<file path="src/rtl/vga_timing_pkg.sv">
// Shared types and default 640x480@60 timing for the VGA raster generator.
package vga_timing_pkg;

  localparam int unsigned H_ACTIVE_DEF = 640;
  localparam int unsigned H_FP_DEF     = 16;
  localparam int unsigned H_SYNC_DEF   = 96;
  localparam int unsigned H_BP_DEF     = 48;
  localparam int unsigned V_ACTIVE_DEF = 480;
  localparam int unsigned V_FP_DEF     = 10;
  localparam int unsigned V_SYNC_DEF   = 2;
  localparam int unsigned V_BP_DEF     = 33;

  localparam int unsigned H_TOTAL      = H_ACTIVE_DEF + H_FP_DEF + H_SYNC_DEF + H_BP_DEF;
  localparam int unsigned V_TOTAL      = V_ACTIVE_DEF + V_FP_DEF + V_SYNC_DEF + V_BP_DEF;
  localparam int unsigned H_SYNC_START = H_ACTIVE_DEF + H_FP_DEF;
  localparam int unsigned H_SYNC_END   = H_SYNC_START + H_SYNC_DEF;
  localparam int unsigned V_SYNC_START = V_ACTIVE_DEF + V_FP_DEF;
  localparam int unsigned V_SYNC_END   = V_SYNC_START + V_SYNC_DEF;

  localparam int unsigned COORD_W      = 10;
  localparam int unsigned FCOUNT_W     = 16;

  typedef logic [COORD_W-1:0] coord_t;

  typedef struct packed {
    logic hs;
    logic vs;
    logic blank;
  } sync_bundle_t;

  // Inactive sync levels, used as the delay-line reset contents
  localparam sync_bundle_t SYNC_IDLE = '{hs: 1'b1, vs: 1'b1, blank: 1'b0};

  function automatic logic in_span(coord_t v, coord_t lo, coord_t hi);
    return (v >= lo) && (v < hi);
  endfunction

endpackage

</file>
<file path="src/rtl/vga_timing_gen_if.sv">
// Raster timing bundle from vga_timing_gen to the renderer / connector.
// Optional frame_count member present when VGA_FRAME_COUNTER_EN is defined.
interface vga_timing_gen_if;

  vga_timing_pkg::coord_t DrawX;
  vga_timing_pkg::coord_t DrawY;
  logic                   blank;
  logic                   blank_d;
  logic                   hs;
  logic                   vs;
  logic                   frame_start;
`ifdef VGA_FRAME_COUNTER_EN
  logic [vga_timing_pkg::FCOUNT_W-1:0] frame_count;

  modport master (output DrawX, DrawY, blank, blank_d, hs, vs, frame_start, frame_count);
  modport slave  (input  DrawX, DrawY, blank, blank_d, hs, vs, frame_start, frame_count);
`else
  modport master (output DrawX, DrawY, blank, blank_d, hs, vs, frame_start);
  modport slave  (input  DrawX, DrawY, blank, blank_d, hs, vs, frame_start);
`endif

endinterface

</file>
<file path="src/rtl/sync_delay_line.sv">
// Fixed-depth shift register with async active-low reset to RST_VAL.
// DEPTH = 0 degenerates to a wire.
module sync_delay_line #(
  parameter int unsigned             DEPTH   = 2,
  parameter int unsigned             WIDTH   = 3,
  parameter logic [WIDTH-1:0]        RST_VAL = '0
) (
  input  logic             clk,
  input  logic             rst_n,
  input  logic [WIDTH-1:0] din,
  output logic [WIDTH-1:0] dout
);

  if (DEPTH == 0) begin : g_pass
    logic unused_clk_rst;
    assign unused_clk_rst = clk ^ rst_n;
    assign dout = din;
  end else begin : g_shift
    logic [DEPTH-1:0][WIDTH-1:0] stage_q, stage_d;

    // New sample enters stage 0; the oldest stage falls off the top
    always_comb begin
      stage_d = (DEPTH*WIDTH)'({stage_q, din});
    end

    always_ff @(posedge clk or negedge rst_n) begin
      if (!rst_n) stage_q <= {DEPTH{RST_VAL}};
      else        stage_q <= stage_d;
    end

    assign dout = stage_q[DEPTH-1];
  end

endmodule

</file>
<file path="src/rtl/vga_timing_gen.sv">
// VGA raster counters, visible-area flag and pipelined sync outputs.
// Define VGA_FRAME_COUNTER_EN to add the 16-bit frame_count output.
module vga_timing_gen
  import vga_timing_pkg::*;
#(
  parameter int unsigned H_ACTIVE   = H_ACTIVE_DEF,
  parameter int unsigned H_FP       = H_FP_DEF,
  parameter int unsigned H_SYNC     = H_SYNC_DEF,
  parameter int unsigned H_BP       = H_BP_DEF,
  parameter int unsigned V_ACTIVE   = V_ACTIVE_DEF,
  parameter int unsigned V_FP       = V_FP_DEF,
  parameter int unsigned V_SYNC     = V_SYNC_DEF,
  parameter int unsigned V_BP       = V_BP_DEF,
  parameter int unsigned SYNC_DELAY = 2
) (
  input  logic              vga_clk,
  input  logic              reset_n,
  vga_timing_gen_if.master  vga
);

  localparam int unsigned HT = H_ACTIVE + H_FP + H_SYNC + H_BP;
  localparam int unsigned VT = V_ACTIVE + V_FP + V_SYNC + V_BP;

  if (HT > 1024 || VT > 1024 || SYNC_DELAY > 4) begin : g_param_err
    $error("vga_timing_gen: totals must fit 10-bit coordinates and SYNC_DELAY must be 0..4");
  end

  localparam coord_t X_LAST = coord_t'(HT - 1);
  localparam coord_t Y_LAST = coord_t'(VT - 1);
  localparam coord_t X_VIS  = coord_t'(H_ACTIVE);
  localparam coord_t Y_VIS  = coord_t'(V_ACTIVE);
  localparam coord_t HS_LO  = coord_t'(H_ACTIVE + H_FP);
  localparam coord_t HS_HI  = coord_t'(H_ACTIVE + H_FP + H_SYNC);
  localparam coord_t VS_LO  = coord_t'(V_ACTIVE + V_FP);
  localparam coord_t VS_HI  = coord_t'(V_ACTIVE + V_FP + V_SYNC);

  coord_t       x_q, x_d, y_q, y_d;
  logic         vis_q, vis_d;
  logic         fstart_q, fstart_d;
  sync_bundle_t raw, dly;

  // Raster advance; blank and frame_start decode the next position so they
  // line up with DrawX/DrawY without skew
  always_comb begin
    x_d      = x_q + 10'd1;
    y_d      = y_q;
    if (x_q == X_LAST) begin
      x_d = '0;
      y_d = (y_q == Y_LAST) ? '0 : y_q + 10'd1;
    end
    vis_d    = (x_d < X_VIS) && (y_d < Y_VIS);
    fstart_d = (x_d == '0) && (y_d == '0);
  end

  always_ff @(posedge vga_clk or negedge reset_n) begin
    if (!reset_n) begin
      x_q      <= '0;
      y_q      <= '0;
      vis_q    <= 1'b0;
      fstart_q <= 1'b0;
    end else begin
      x_q      <= x_d;
      y_q      <= y_d;
      vis_q    <= vis_d;
      fstart_q <= fstart_d;
    end
  end

  // Undelayed sync/blank levels for the current raster position
  always_comb begin
    raw       = SYNC_IDLE;
    raw.hs    = !in_span(x_q, HS_LO, HS_HI);
    raw.vs    = !in_span(y_q, VS_LO, VS_HI);
    raw.blank = (x_q < X_VIS) && (y_q < Y_VIS);
  end

  sync_delay_line #(
    .DEPTH   (SYNC_DELAY),
    .WIDTH   ($bits(sync_bundle_t)),
    .RST_VAL (SYNC_IDLE)
  ) u_sync_dly (
    .clk   (vga_clk),
    .rst_n (reset_n),
    .din   (raw),
    .dout  (dly)
  );

  assign vga.DrawX       = x_q;
  assign vga.DrawY       = y_q;
  assign vga.blank       = vis_q;
  assign vga.blank_d     = dly.blank;
  assign vga.hs          = dly.hs;
  assign vga.vs          = dly.vs;
  assign vga.frame_start = fstart_q;

`ifdef VGA_FRAME_COUNTER_EN
  logic [FCOUNT_W-1:0] fcnt_q, fcnt_d;

  // Counts completed frames, wrapping naturally at 16 bits
  always_comb begin
    fcnt_d = fcnt_q;
    if (fstart_q) fcnt_d = fcnt_q + 16'd1;
  end

  always_ff @(posedge vga_clk or negedge reset_n) begin
    if (!reset_n) fcnt_q <= '0;
    else          fcnt_q <= fcnt_d;
  end

  assign vga.frame_count = fcnt_q;
`endif

endmodule
</file>
<file path="src/flat_wrapper.sv">
// flat-port wrapper written by rule: the top's interface ports become plain ports
module vga_timing_gen_flat import vga_timing_pkg::*;
#(
  parameter int unsigned H_ACTIVE   = H_ACTIVE_DEF,
  parameter int unsigned H_FP       = H_FP_DEF,
  parameter int unsigned H_SYNC     = H_SYNC_DEF,
  parameter int unsigned H_BP       = H_BP_DEF,
  parameter int unsigned V_ACTIVE   = V_ACTIVE_DEF,
  parameter int unsigned V_FP       = V_FP_DEF,
  parameter int unsigned V_SYNC     = V_SYNC_DEF,
  parameter int unsigned V_BP       = V_BP_DEF,
  parameter int unsigned SYNC_DELAY = 2
)
  (vga_clk, reset_n, vga_DrawX, vga_DrawY, vga_blank, vga_blank_d, vga_hs, vga_vs, vga_frame_start);
  vga_timing_gen_if vga_i ();
  input  logic vga_clk;
  input  logic reset_n;
  output wire logic [$bits(vga_i.DrawX)-1:0] vga_DrawX;
  output wire logic [$bits(vga_i.DrawY)-1:0] vga_DrawY;
  output wire logic [$bits(vga_i.blank)-1:0] vga_blank;
  output wire logic [$bits(vga_i.blank_d)-1:0] vga_blank_d;
  output wire logic [$bits(vga_i.hs)-1:0] vga_hs;
  output wire logic [$bits(vga_i.vs)-1:0] vga_vs;
  output wire logic [$bits(vga_i.frame_start)-1:0] vga_frame_start;
  assign vga_DrawX = vga_i.DrawX;
  assign vga_DrawY = vga_i.DrawY;
  assign vga_blank = vga_i.blank;
  assign vga_blank_d = vga_i.blank_d;
  assign vga_hs = vga_i.hs;
  assign vga_vs = vga_i.vs;
  assign vga_frame_start = vga_i.frame_start;
  vga_timing_gen #(.H_ACTIVE(H_ACTIVE), .H_FP(H_FP), .H_SYNC(H_SYNC), .H_BP(H_BP), .V_ACTIVE(V_ACTIVE), .V_FP(V_FP), .V_SYNC(V_SYNC), .V_BP(V_BP), .SYNC_DELAY(SYNC_DELAY)) u_core (.vga_clk(vga_clk), .reset_n(reset_n), .vga(vga_i));
endmodule
</file>
<file path="config.mk">
export PLATFORM = sky130hd
export DESIGN_NAME = vga_timing_gen_flat
export DESIGN_NICKNAME = d
export VERILOG_FILES = /design/src/rtl/vga_timing_pkg.sv /design/src/rtl/vga_timing_gen_if.sv /design/src/rtl/sync_delay_line.sv /design/src/rtl/vga_timing_gen.sv /design/src/flat_wrapper.sv
export SDC_FILE = /design/constraint.sdc
export NUM_CORES = 1
export LEC_CHECK = 0
export ABC_AREA = 1
export CORE_MARGIN = 2
export CORE_UTILIZATION = 54
export CTS_BUF_LIST = sky130_fd_sc_hd__clkbuf_4
export DETAILED_ROUTE_END_ITERATION = 12
export PLACE_DENSITY = 0.82
export SETUP_SLACK_MARGIN = 0.2
export SYNTH_ARGS = -nofsm -noshare
export SYNTH_HDL_FRONTEND = slang
export SYNTH_SLANG_ARGS = --single-unit
</file>
<file path="constraint.sdc">
create_clock -name vga_clk -period 2.1 [get_ports vga_clk]
set_input_delay 0.63 -clock vga_clk [delete_from_list [all_inputs] [get_ports vga_clk]]
set_output_delay 0.63 -clock vga_clk [all_outputs]
set_load 0.01 [all_outputs]
</file>
# Yosys cells after proc, flatten, opt, wreduce, memory -nomap -nowiden
# Index checks and enable logic that the tools add are counted.
# op_classes
reduce_logical	9
magnitude_cmp	8
n_mux	3
add_sub_neg	2
n_eq_ne	2
# op_table
cell	n
$lt A10 B10 Y1 const B	3
$lt A10 B9 Y1 const B	3
$mux W10	3
$add A10 B1 Y10 const B	2
$eq A10 B10 Y1 const B	2
$logic_not A10 Y1	2
$ge A10 B10 Y1 const B	1
$ge A10 B9 Y1 const B	1
$logic_and A1 B1 Y1	5
$logic_not A1 Y1	2
# totals
input_bits	2
ff_bits	28

# Longest topological paths before layout
# Gate-level depths: netlist (run 1).
# logic_depth
ltp_word	5
depth_mapped	12
mapped_depth_nobuf	12

# Cells and area by module
# A second synthesis (run 1) with hierarchy kept.
# unflattened
cells_unflattened	214
hier_area_um2	1610.3
# modules_own_cells
module	instances	area_per_inst_um2	cells_per_inst
vga_timing_gen	1	1455.1	208
sync_delay_line	1	155.1	6

# Worst setup path before layout (run 1)
# Ideal clock, no wire load.
# synth_timing
path_kind	register to register
start	reg u_core.x_q[0] (netlist: u_core.vga.DrawX[0])
end	reg u_core.fstart_q (netlist: u_core.vga.frame_start)
stages_incl_launch_ff	11
n_path_buf	1
arrival_time_ns	1.617
required_time_ns	2.029
setup_ns	0.071
setup_slack_ns	0.411
synth_period_minus_slack_ns	1.689
path_cell_list	dfrtp_1 -> ha_1 -> nand4_2 -> nor2_4 -> buf_6 -> nand3_1 -> nand2_2 -> nand2_1 -> nor2_1 -> nand2_1 -> nor2_1
# synth_between
elab_chain_len	4
word_cells_on_any_way	7
classes_between	add/sub: 1; eq/ne: 1; mux: 2; reduce/logical: 3
# synth_rtl
item	line	text
start, declared	vga_timing_gen.sv:37	coord_t x_q, x_d, y_q, y_d;
start signal, assigned	vga_timing_gen.sv:57	x_q <= '0;
start signal, assigned	vga_timing_gen.sv:62	x_q <= x_d;
$add A10 B1 Y10 / $eq A10 B10 Y1 (equally long branches)	vga_timing_gen.sv:45, vga_timing_gen.sv:47	
$mux W10	vga_timing_gen.sv:47	if (x_q == X_LAST) begin
$logic_not A10 Y1	vga_timing_gen.sv:52	fstart_d = (x_d == '0) && (y_d == '0);
$logic_and A1 B1 Y1 (*)	vga_timing_gen.sv:52	
named net u_core.fstart_d	vga_timing_gen.sv:39	logic fstart_q, fstart_d;
end signal, assigned	vga_timing_gen.sv:65	fstart_q <= fstart_d;
end, declared	vga_timing_gen.sv:39	
# Mark *: on every way through the listed nets, which the timed path passes. The rest lies on a longest branch.

# Final worst setup path (run 1)
# layout_timing
start	reg u_core.x_q[4] (netlist: u_core.vga.DrawX[4])
end	out vga_DrawX[4]
# layout_rtl
item	line	text
end, declared	flat_wrapper.sv:18	output wire logic [$bits(vga_i.DrawX)-1:0] vga_DrawX;
# No word-level cell between the ends.

==> results by stage, run 1 <==
Setup path:
- The stage delay of the slowest cell on the critical path is 0.54 ns.
- The kind of critical path is reg2out.
- Along the worst path, the maximum fanout reaches 2.
- Among cell families on the critical path, the largest total delay comes from buffers and inverters.
- The endpoint required time on the critical path is 1.47 ns.
- The count of buffering cells on the critical path with inverters included is 1.
- At the worst endpoint, the arrival time is 1.24 ns.
- For this design, the slowest cell found on the critical path is sky130_fd_sc_hd__clkdlybuf4s50_1.
- Traced cell by cell, the critical path runs through clkdlybuf4s50_1.
- The critical path startpoint category is a flop.
- The endpoint kind of the worst setup timing path is an output pin.

Logic synthesis:
- The cell count after synthesis is 200.
- Counting flops with an async set or reset pin after synthesis yields a share of 1.000.
- The part of the Yosys area used for sequential elements is 0.4724.
- Counting flops and latches in the post-synthesis netlist gives 28.
- In this run the cell area of the synthesized design comes to 0.001494 mm².
- The count of distinct cell types in the synthesized netlist is 20.
- Among all cell types in the netlist, the one instantiated most often is sky130_fd_sc_hd__nand2_1.
- Ranked by total cell area, the synthesized netlist is headed by sky130_fd_sc_hd__dfrtp_1, sky130_fd_sc_hd__nand2_1, sky130_fd_sc_hd__inv_1.
- The share of synthesized area in the top cell type comes to 0.4020.
- Among all flip-flop cells after synthesis, the most frequent one is sky130_fd_sc_hd__dfrtp_1.
- Sorting the synthesized cells by how often they occur yields sky130_fd_sc_hd__nand2_1, sky130_fd_sc_hd__inv_1, sky130_fd_sc_hd__nor2_1.
- For this run, the number of Yosys warnings is 0.
- A synthesized cell averages 7.470 µm².
- sky130_fd_sc_hd__dfrtp_1 takes more of the synthesized area than any other cell.
- The synthesized design contains 0 enable-type register cells.
- Counting every net in the synthesized netlist gives 206.

GRT:
- The via count of the first global-routing pass was 1,345.
- The first global-routing pass estimated 5.934 mm of wire.
- The number of antenna violations at the first check in global routing is 0.
- The overall global routing resource usage is 0.2380.
- The largest net degree at the start of global routing is 29.
- The total overflow left after global routing is 0.

Clock tree:
- In this run the deepest clock path goes through 2 buffers.
- After clock tree synthesis, the clock-pin slew on the worst setup and hold paths is 0.15 ns.
- CTS built an H-tree with a depth of 1.
- TritonCTS built the clock tree.
- The clock net sink count is 28.
- The clock network latency to the later pin of the worst-skew pair is 0.33 ns.
- Buffers inserted during clock tree synthesis total 3.
- The root buffer cell chosen for the clock tree is sky130_fd_sc_hd__clkbuf_4.

Cells and area:
- The net count reported at finish is 261.
- The number of inserted diodes is 0.
- The share of post-route cells with drive strength above 1 is 0.1858.
- The layout overhead on the synthesized area is 37.19%.
- The final cell utilization of the core is 0.7629.
- The number of cells in the finished layout apart from fillers is 284.
- The final cell area excluding filler cells is 0.002049 mm².

Routing:
- After detailed routing, the total wire length is 3.636 mm.
- Dividing the detail-routed wire length by the instance count gives 12.80 µm.
- The DRC violations left is 0.
- The total via count in the routed design is 1,489.
- For this block, the initial DRC count from the detailed router was 56.
- The count of nets left with antenna violations after detail routing is 0.
- Before antenna repair, the detailed router went through 5 iterations.
- The ratio of routed vias to standard cells is 5.243.

Timing:
- Setup repair after global routing could not meet its margin everywhere.
- Adding up every negative setup slack in the final design gives 0 ns.
- The total setup violations reported at the end of the flow is 0.
- The worst slew margin relative to its limit is 0.7058.
- Dividing the final minimum period by the clock period gives 0.8924.
- The worst path in the final design needs a cycle of 1.874 ns, including I/O delays and setup.
- The hold violation total from the final report is 0.
- The final-report max-slew violation count is 0.
- In the post-route analysis, the smallest setup slack over all paths is 0.2260 ns.
- The slew at the pin closest to its max-slew limit is 0.4380 ns.
- The highest clock frequency the design can meet is 533.6 MHz.
- The clock arrives with 0.002312 ns of skew.

Floorplanning:
- The floorplan step defined a die boundary enclosing 0.003203 mm².
- For this configuration, the core starts out at a cell density of 0.5561.
- The count of pins on the block boundary is 27.
- The x dimension of the die is 56.60 µm.
- The die is 56.60 µm tall.
- The floorplan step defined a core boundary enclosing 0.002686 mm².
- Row generation in the floorplan step produced 19 rows.

Worst hold path:
- The path class of the tightest hold or removal check is reg2reg.

Pwr:
- The analysis attributes to net switching a power of 166.7 µW.
- Of the total power, registers draw 0.695.
- The switching portion of total power is 0.2146.
- The worst vdd rail ir drop is 376.9 µV.
- Of the total power, combinational logic draws 0.016.
- The analysis attributes to cell leakage a power of 1.307 nW.
- The power share of the clock group is 0.289.
- The internal portion of the total power is 610.0 µW.
- The total power per unit cell area is 378.9 mW/mm².

Run:
- The total of max-cap violations is 0.

Place:
- The worst setup slack after placement is 0.2053 ns.
- The placed cell count is 257.
- The weighted congestion reported at the end of routability-driven placement is 0.8855.
- During placement, the flow inserted port buffers numbering 26.
- The placed instance area is 0.001789 mm².
- The final HPWL from detailed placement is 2.209 mm.

Outcome:
- The run finished with clean final reports.
[cells by family after synthesis]
| kind of cell | synth area share |
|---|---|
| buffers and inverters | 0.09799 |
| AO/OA/AOI/OAI | 0.02512 |
| AND/OR/NAND/NOR | 0.3652 |
| XOR/XNOR | 0.005864 |
| adder cells (fa/ha/maj) | 0.03350 |
| flip-flops | 0.4724 |
[area by class of cell]
cell class / count / area [µm²]
timing repair buffer: 51 / 483.0
fill: 195 / 636.9
tap: 31 / 38.79
inverter: 36 / 135.1
multi-input combinational: 135 / 659.4
sequential: 28 / 710.7
clock buffer: 3 / 22.52
[routing by layer]
metal  vias to the layer above  GRT usage  share of wire
met5                         -          0              0
met4                         0    0.09184          0.017
met3                        10    0.04147          0.062
met2                        70     0.3937           0.48
met1                       672     0.3106           0.44
li1                        737          -              -
[registers in the layout, indices dropped and copies added, names as in the netlist]
name / cells
u_core.u_sync_dly.dout: 3
u_core.u_sync_dly.g_shift.stage_d: 3
u_core.vga.DrawX: 10
u_core.vga.DrawY: 10
u_core.vga.blank: 1
u_core.vga.frame_start: 1
[path summary, 6_finish.rpt]
path                                        endpoint  slack (ns)                            startpoint  depth (start not counted)
max                                     vga_DrawX[4]        0.23                   u_core.vga.DrawX[4]                          1
min                        u_core.u_sync_dly.dout[2]        0.37  u_core.u_sync_dly.g_shift.stage_d[5]                          0
max reg2reg                   u_core.vga.frame_start        0.28                   u_core.vga.DrawX[5]                         11
min reg2reg                u_core.u_sync_dly.dout[2]        0.37  u_core.u_sync_dly.g_shift.stage_d[5]                          0
max in group asynchronous  u_core.u_sync_dly.dout[1]        1.16                               reset_n                          2
min in group asynchronous        u_core.vga.DrawX[6]        0.65                               reset_n                          2
[power by group through the flow]
stage / registers [mW] / logic, mW / clock network (mW)
final: 0.540 / 0.0124 / 0.224
after global routing: 0.540 / 0.0154 / 0.249
after CTS: 0.540 / 0.0135 / 0.222
after detailed placement: 0.549 / 0.0136 / 0
after global placement: 0.549 / 0.0133 / 0
after floorplan: 0.550 / 0.000000454 / 0
[cell usage in the layout, fill, tap and decap left out, drive strengths merged, types with 3 or more instances in the layout]
| cell | Yosys | layout |
|---|---|---|
| nand3 | 22 | 22 |
| dfstp | 4 | 4 |
| clkdlybuf4s50 | 0 | 6 |
| nand2 | 53 | 53 |
| o21ai | 5 | 5 |
| clkbuf | 0 | 3 |
| dfrtp | 24 | 24 |
| nor2 | 34 | 34 |
| dlymetal6s2s | 0 | 16 |
| nor3 | 6 | 6 |
| ha | 4 | 4 |
| inv | 36 | 36 |
| nand4 | 7 | 7 |
| dlygate4sd2 | 0 | 4 |
| buf | 1 | 25 |
[repair_timing]
item	CTS	global route
hold buffers	0	0
resized for setup	8	21
pin swaps	1	1
setup buffers	21	3
endpoints found under the setup margin	22	19
[metrics by stage]
step / power, mW / hold WS, ns
finish: 0.7766 / 0.3667
global route: 0.8041 / 0.3700
CTS: 0.7750 / 0.3665
detailed placement: 0.5631 / 0.3457
global placement: 0.5628 / 0.3322
floorplan: 0.5496 / 0.3312
Note: power is estimated with default switching activity, not from simulation.
==> inputs of run 2 (changes only) <==
--- a/config.mk
+++ b/config.mk
@@ -7,10 +7,10 @@
 export LEC_CHECK = 0
 export ABC_AREA = 1
 export CORE_MARGIN = 2
-export CORE_UTILIZATION = 54
+export CORE_UTILIZATION = 49
 export CTS_BUF_LIST = sky130_fd_sc_hd__clkbuf_4
 export DETAILED_ROUTE_END_ITERATION = 12
-export PLACE_DENSITY = 0.82
+export PLACE_DENSITY = 0.78
 export SETUP_SLACK_MARGIN = 0.2
 export SYNTH_ARGS = -nofsm -noshare
 export SYNTH_HDL_FRONTEND = slang
==> constraint.sdc (replaced) <==
create_clock -name vga_clk -period 1.53 [get_ports vga_clk]
set_input_delay 0.459 -clock vga_clk [delete_from_list [all_inputs] [get_ports vga_clk]]
set_output_delay 0.459 -clock vga_clk [all_outputs]
set_load 0.01 [all_outputs]
==> run 2 against run 1 <==
Net effect: the flow now finishes with violations (setup timing); routed wire length up 68%; first-iteration DRC count grew to 2.5 times the previous value; critical endpoint is now u_core.vga.frame_start; setup slack worse by 0.65 ns; sequential power rose by 37%; largest cell class is now multi-input gates; final area rose by 31%; register-to-register slack worse by 0.70 ns.
==> results by stage, run 2 (synthesis gave the netlist of run 1 again) <==
Routing:
- The total via count in the routed design is 1,837 (was 1,489).
- The routed wirelength normalized by instance count is 18.94 µm (was 12.80 µm).
- The count of nets left with antenna violations after detail routing was 0 (unchanged).
- The number of optimization iterations in the first detailed-route pass was 5 (unchanged).
- The DRC marker count from the first detailed-route iteration came to 140 (was 56).
- The routed wire length is 6.117 mm (was 3.636 mm).
- The DRC violations left is 0 (unchanged).
- The ratio of routed vias to standard cells was 5.687 (was 5.243).

Setup path:
- The slowest stage cell on the critical path is sky130_fd_sc_hd__dfrtp_2 (was sky130_fd_sc_hd__clkdlybuf4s50_1).
- The stage delay of the slowest cell on the critical path is 0.42 ns (was 0.54 ns).
- The count of buffering cells on the critical path with inverters included is 2 (was 1).
- The launch instance of the worst register-to-register path is u_core.vga.DrawX[0] (was u_core.vga.DrawX[5]).
- The endpoint required time on the critical path is 1.81 ns (was 1.47 ns).
- The kind of cell adding the most delay to the critical path is simple AND/OR/NAND/NOR gates (was buffers and inverters).
- The kind of critical path is reg2reg (was reg2out).
- The register-to-register path setup slack was -0.42 ns (was 0.28 ns).
- The data arrival time of the critical path is 2.24 ns (was 1.24 ns).
- The worst-path maximum fanout is 5 (was 2).
- The worst reg-to-reg path cell count came to 11 (unchanged).
- The path length in cells of the critical path is 11 (was 1).
- The endpoint kind of the worst setup timing path is a flop (was output pin).
- Critical-path cell list: buf_6 > ha_4 > nand4_4 > nor2_4 > buf_6 > nand3_2 > nand3_4 > nand2_2 > nor2_2 > nand2_1 > nor2_1 (was clkdlybuf4s50_1).
- The critical path startpoint category is a flop (unchanged).
- The most numerous cell type found on the critical path is sky130_fd_sc_hd__buf_6.
- The worst reg2reg path endpoint is u_core.vga.frame_start (unchanged).
- The start point of the critical path was u_core.vga.DrawX[0] (was u_core.vga.DrawX[4]).
- The last element of the critical path is u_core.vga.frame_start (was vga_DrawX[4]).

Cells and area:
- The final cell utilization of the core is 0.9046 (was 0.7629).
- Most used cells in the layout excluding fill and tap cells: sky130_fd_sc_hd__buf_6, sky130_fd_sc_hd__nand2_1, sky130_fd_sc_hd__buf_4, sky130_fd_sc_hd__inv_1, sky130_fd_sc_hd__nor2_1 (was sky130_fd_sc_hd__nand2_1, sky130_fd_sc_hd__inv_1, sky130_fd_sc_hd__nor2_1, sky130_fd_sc_hd__buf_4, sky130_fd_sc_hd__nand3_1).
- The share of post-route cells with drive strength above 1 is 0.5621 (was 0.1858).
- The final-layout fill cell count is 137 (was 195).
- The number of inserted diodes came to 0 (unchanged).
- The layout overhead on the synthesized area was 80.32% (was 37.19%).
- The flip-flop and latch area is 714.4 µm² (was 710.7 µm²).
- The final cell area excluding filler cells is 0.002694 mm² (was 0.002049 mm²).
- The most common library cell in the layout ignoring fill and taps is sky130_fd_sc_hd__buf_6 (was sky130_fd_sc_hd__nand2_1).
- The net count reported at finish is 297 (was 261).
- The area of the multi-input gates is 924.6 µm² (was 659.4 µm²).

Timing:
- Of the available clock period, the critical path in the final layout requires 1.277.
- The worst slew margin relative to its limit came to 0.7130 (was 0.7058).
- For the finished layout, the period the worst path requires is 1.954 ns.
- The final worst setup slack is -0.4241 ns (was 0.2260 ns).
- The final-report max-slew violation count is 0 (unchanged).
- The worst setup skew after layout is 0.005633 ns (was 0.002312 ns).
- Static timing analysis puts the maximum clock frequency at 511.8 MHz.
- The total setup violations reported at the end of the flow is 11 (was 0).
- The hold violation total from the final report is 0 (unchanged).
- The slew at the pin closest to its max-slew limit came to 0.4272 ns (was 0.4380 ns).
- RSZ-0062 raised after global routing: true (unchanged).

Pwr:
- The total power draw was 1.275 mW (was 776.6 µW).
- The switching portion of total power is 0.2045 (was 0.2146).
- The combinational fraction of design power is 0.018 (was 0.016).
- The power share of the clock group is 0.401 (was 0.289).
- The worst vdd rail ir drop is 365.6 µV (was 376.9 µV).
- The internal power component is 1.014 mW (was 610.0 µW).
- The total power per unit cell area was 473.3 mW/mm² (was 378.9 mW/mm²).
- The proportion of power drawn by flip-flops and latches is 0.581 (was 0.695).
- The static leakage is 1.383 nW (was 1.307 nW).
- The net switching power figure is 260.8 µW (was 166.7 µW).

GRT:
- The number of antenna violations at the first check in global routing is 0 (unchanged).
- The via count of the first global-routing pass was 1,615 (was 1,345).
- The largest net degree at the start of global routing is 29 (unchanged).
- The wire length of the first global-routing pass is 7.265 mm (was 5.934 mm).
- The overall overflow remaining after global route was 0 (unchanged).
- The overall global routing resource usage was 0.2765 (was 0.2380).

Outcome:
- The checks that failed: setup timing.
- Result of the run: complete, but fails checks (was completed).

Place:
- The placed instance area is 0.002061 mm² (was 0.001789 mm²).
- The quantity of I/O buffers inserted on ports was 26 (unchanged).
- The weighted congestion reported at the end of routability-driven placement is 0.8876 (was 0.8855).
- The final HPWL from detailed placement is 2.862 mm (was 2.209 mm).

Clock tree:
- The clock tree buffer depth is 2 (unchanged).
- The clock slew at the register clock pins of the worst setup and hold paths is 0.16 ns (was 0.15 ns).
- The clock net sink count came to 28 (unchanged).
- The clock network latency to the later pin of the worst-skew pair came to 0.36 ns (was 0.33 ns).
- The number of buffers created by CTS is 3 (unchanged).
- The level count of the clock H-tree is 1 (unchanged).
- The TritonCTS clock tree is built (unchanged).
- The library cell used as clock root buffer is sky130_fd_sc_hd__clkbuf_4 (unchanged).

Floorplanning:
- The core box area is 0.002978 mm² (was 0.002686 mm²).
- The die extent in y is 59.22 µm (was 56.60 µm).
- The count of pins on the block boundary is 27 (unchanged).
- The full die area is 0.003506 mm² (was 0.003203 mm²).
- The initial core utilization is 0.5017 (was 0.5561).
- The number of core rows is 20 (was 19).
- The x dimension of the die came to 59.22 µm (was 56.60 µm).

Run:
- The total of max-cap violations was 0 (unchanged).

Worst hold path:
- The worst hold-check path type is reg2reg (unchanged).
==> run 2: power by group through the flow <==
stage	registers, mW	clock network (mW)	logic, mW
6_report	0.741	0.511	0.0228
5_1_grt	0.741	0.526	0.0267
4_1_cts	0.741	0.490	0.0235
3_5_place_dp	0.754	0	0.0235
3_3_place_gp	0.754	0	0.0236
2_1_floorplan	0.754	0	0.000000468
==> run 2: final cells by class <==
type / count / area share
clock buffers: 3 / 0.008360
well taps: 33 / 0.01533
inverters: 36 / 0.05295
repair buffers: 87 / 0.3038
multi-input cells: 135 / 0.3432
flip-flops and latches: 28 / 0.2652
clock inverters: 1 / 0.01115
==> run 2: how the worst min path moves through the flow <==
| stage | start | end | cells after the start |
|---|---|---|---|
| final | u_core.u_sync_dly.g_shift.stage_d[5] | u_core.u_sync_dly.dout[2] | 0 |
| after global routing | u_core.u_sync_dly.g_shift.stage_d[5] | u_core.u_sync_dly.dout[2] | 0 |
| after CTS | u_core.u_sync_dly.g_shift.stage_d[4] | u_core.u_sync_dly.dout[1] | 0 |
| after detailed placement | u_core.u_sync_dly.g_shift.stage_d[3] | u_core.u_sync_dly.dout[0] | 0 |
| after global placement | u_core.u_sync_dly.g_shift.stage_d[3] | u_core.u_sync_dly.dout[0] | 0 |
| after floorplan | reset_n | u_core.u_sync_dly.dout[0] | 0 |
==> run 2: per-layer routing <==
layer | up-vias | wire (µm) | GRT usage
li1 | 803 | - | -
met1 | 886 | 2117 | 0.3231
met2 | 109 | 3266 | 0.5149
met3 | 39 | 365 | 0.03275
met4 | 0 | 367 | 0.09416
met5 | - | 0 | 0
==> run 2: timing repair <==
| item | CTS | global route |
|---|---|---|
| pin swaps | 19 | 21 |
| endpoints found under the hold margin | 0 | 0 |
| resized for setup | 139 | 78 |
| cloned | 1 | 0 |
| buffers inserted | 26 | 7 |
| hold buffers | 0 | 0 |
| endpoints found under the setup margin | 37 | 42 |
==> run 2: metrics by stage <==
stage               cells  setup TNS, ns  setup WS (ns)  hold slack, ns
floorplan             200              0        0.01427          0.1634
global placement      285        -0.1813       -0.09914          0.3344
detailed placement    285        -0.2038        -0.1177          0.3409
CTS                   316        -0.4857        -0.1170          0.3690
global route          323         -2.549        -0.5073          0.3762
finish                323         -1.760        -0.4241          0.3737
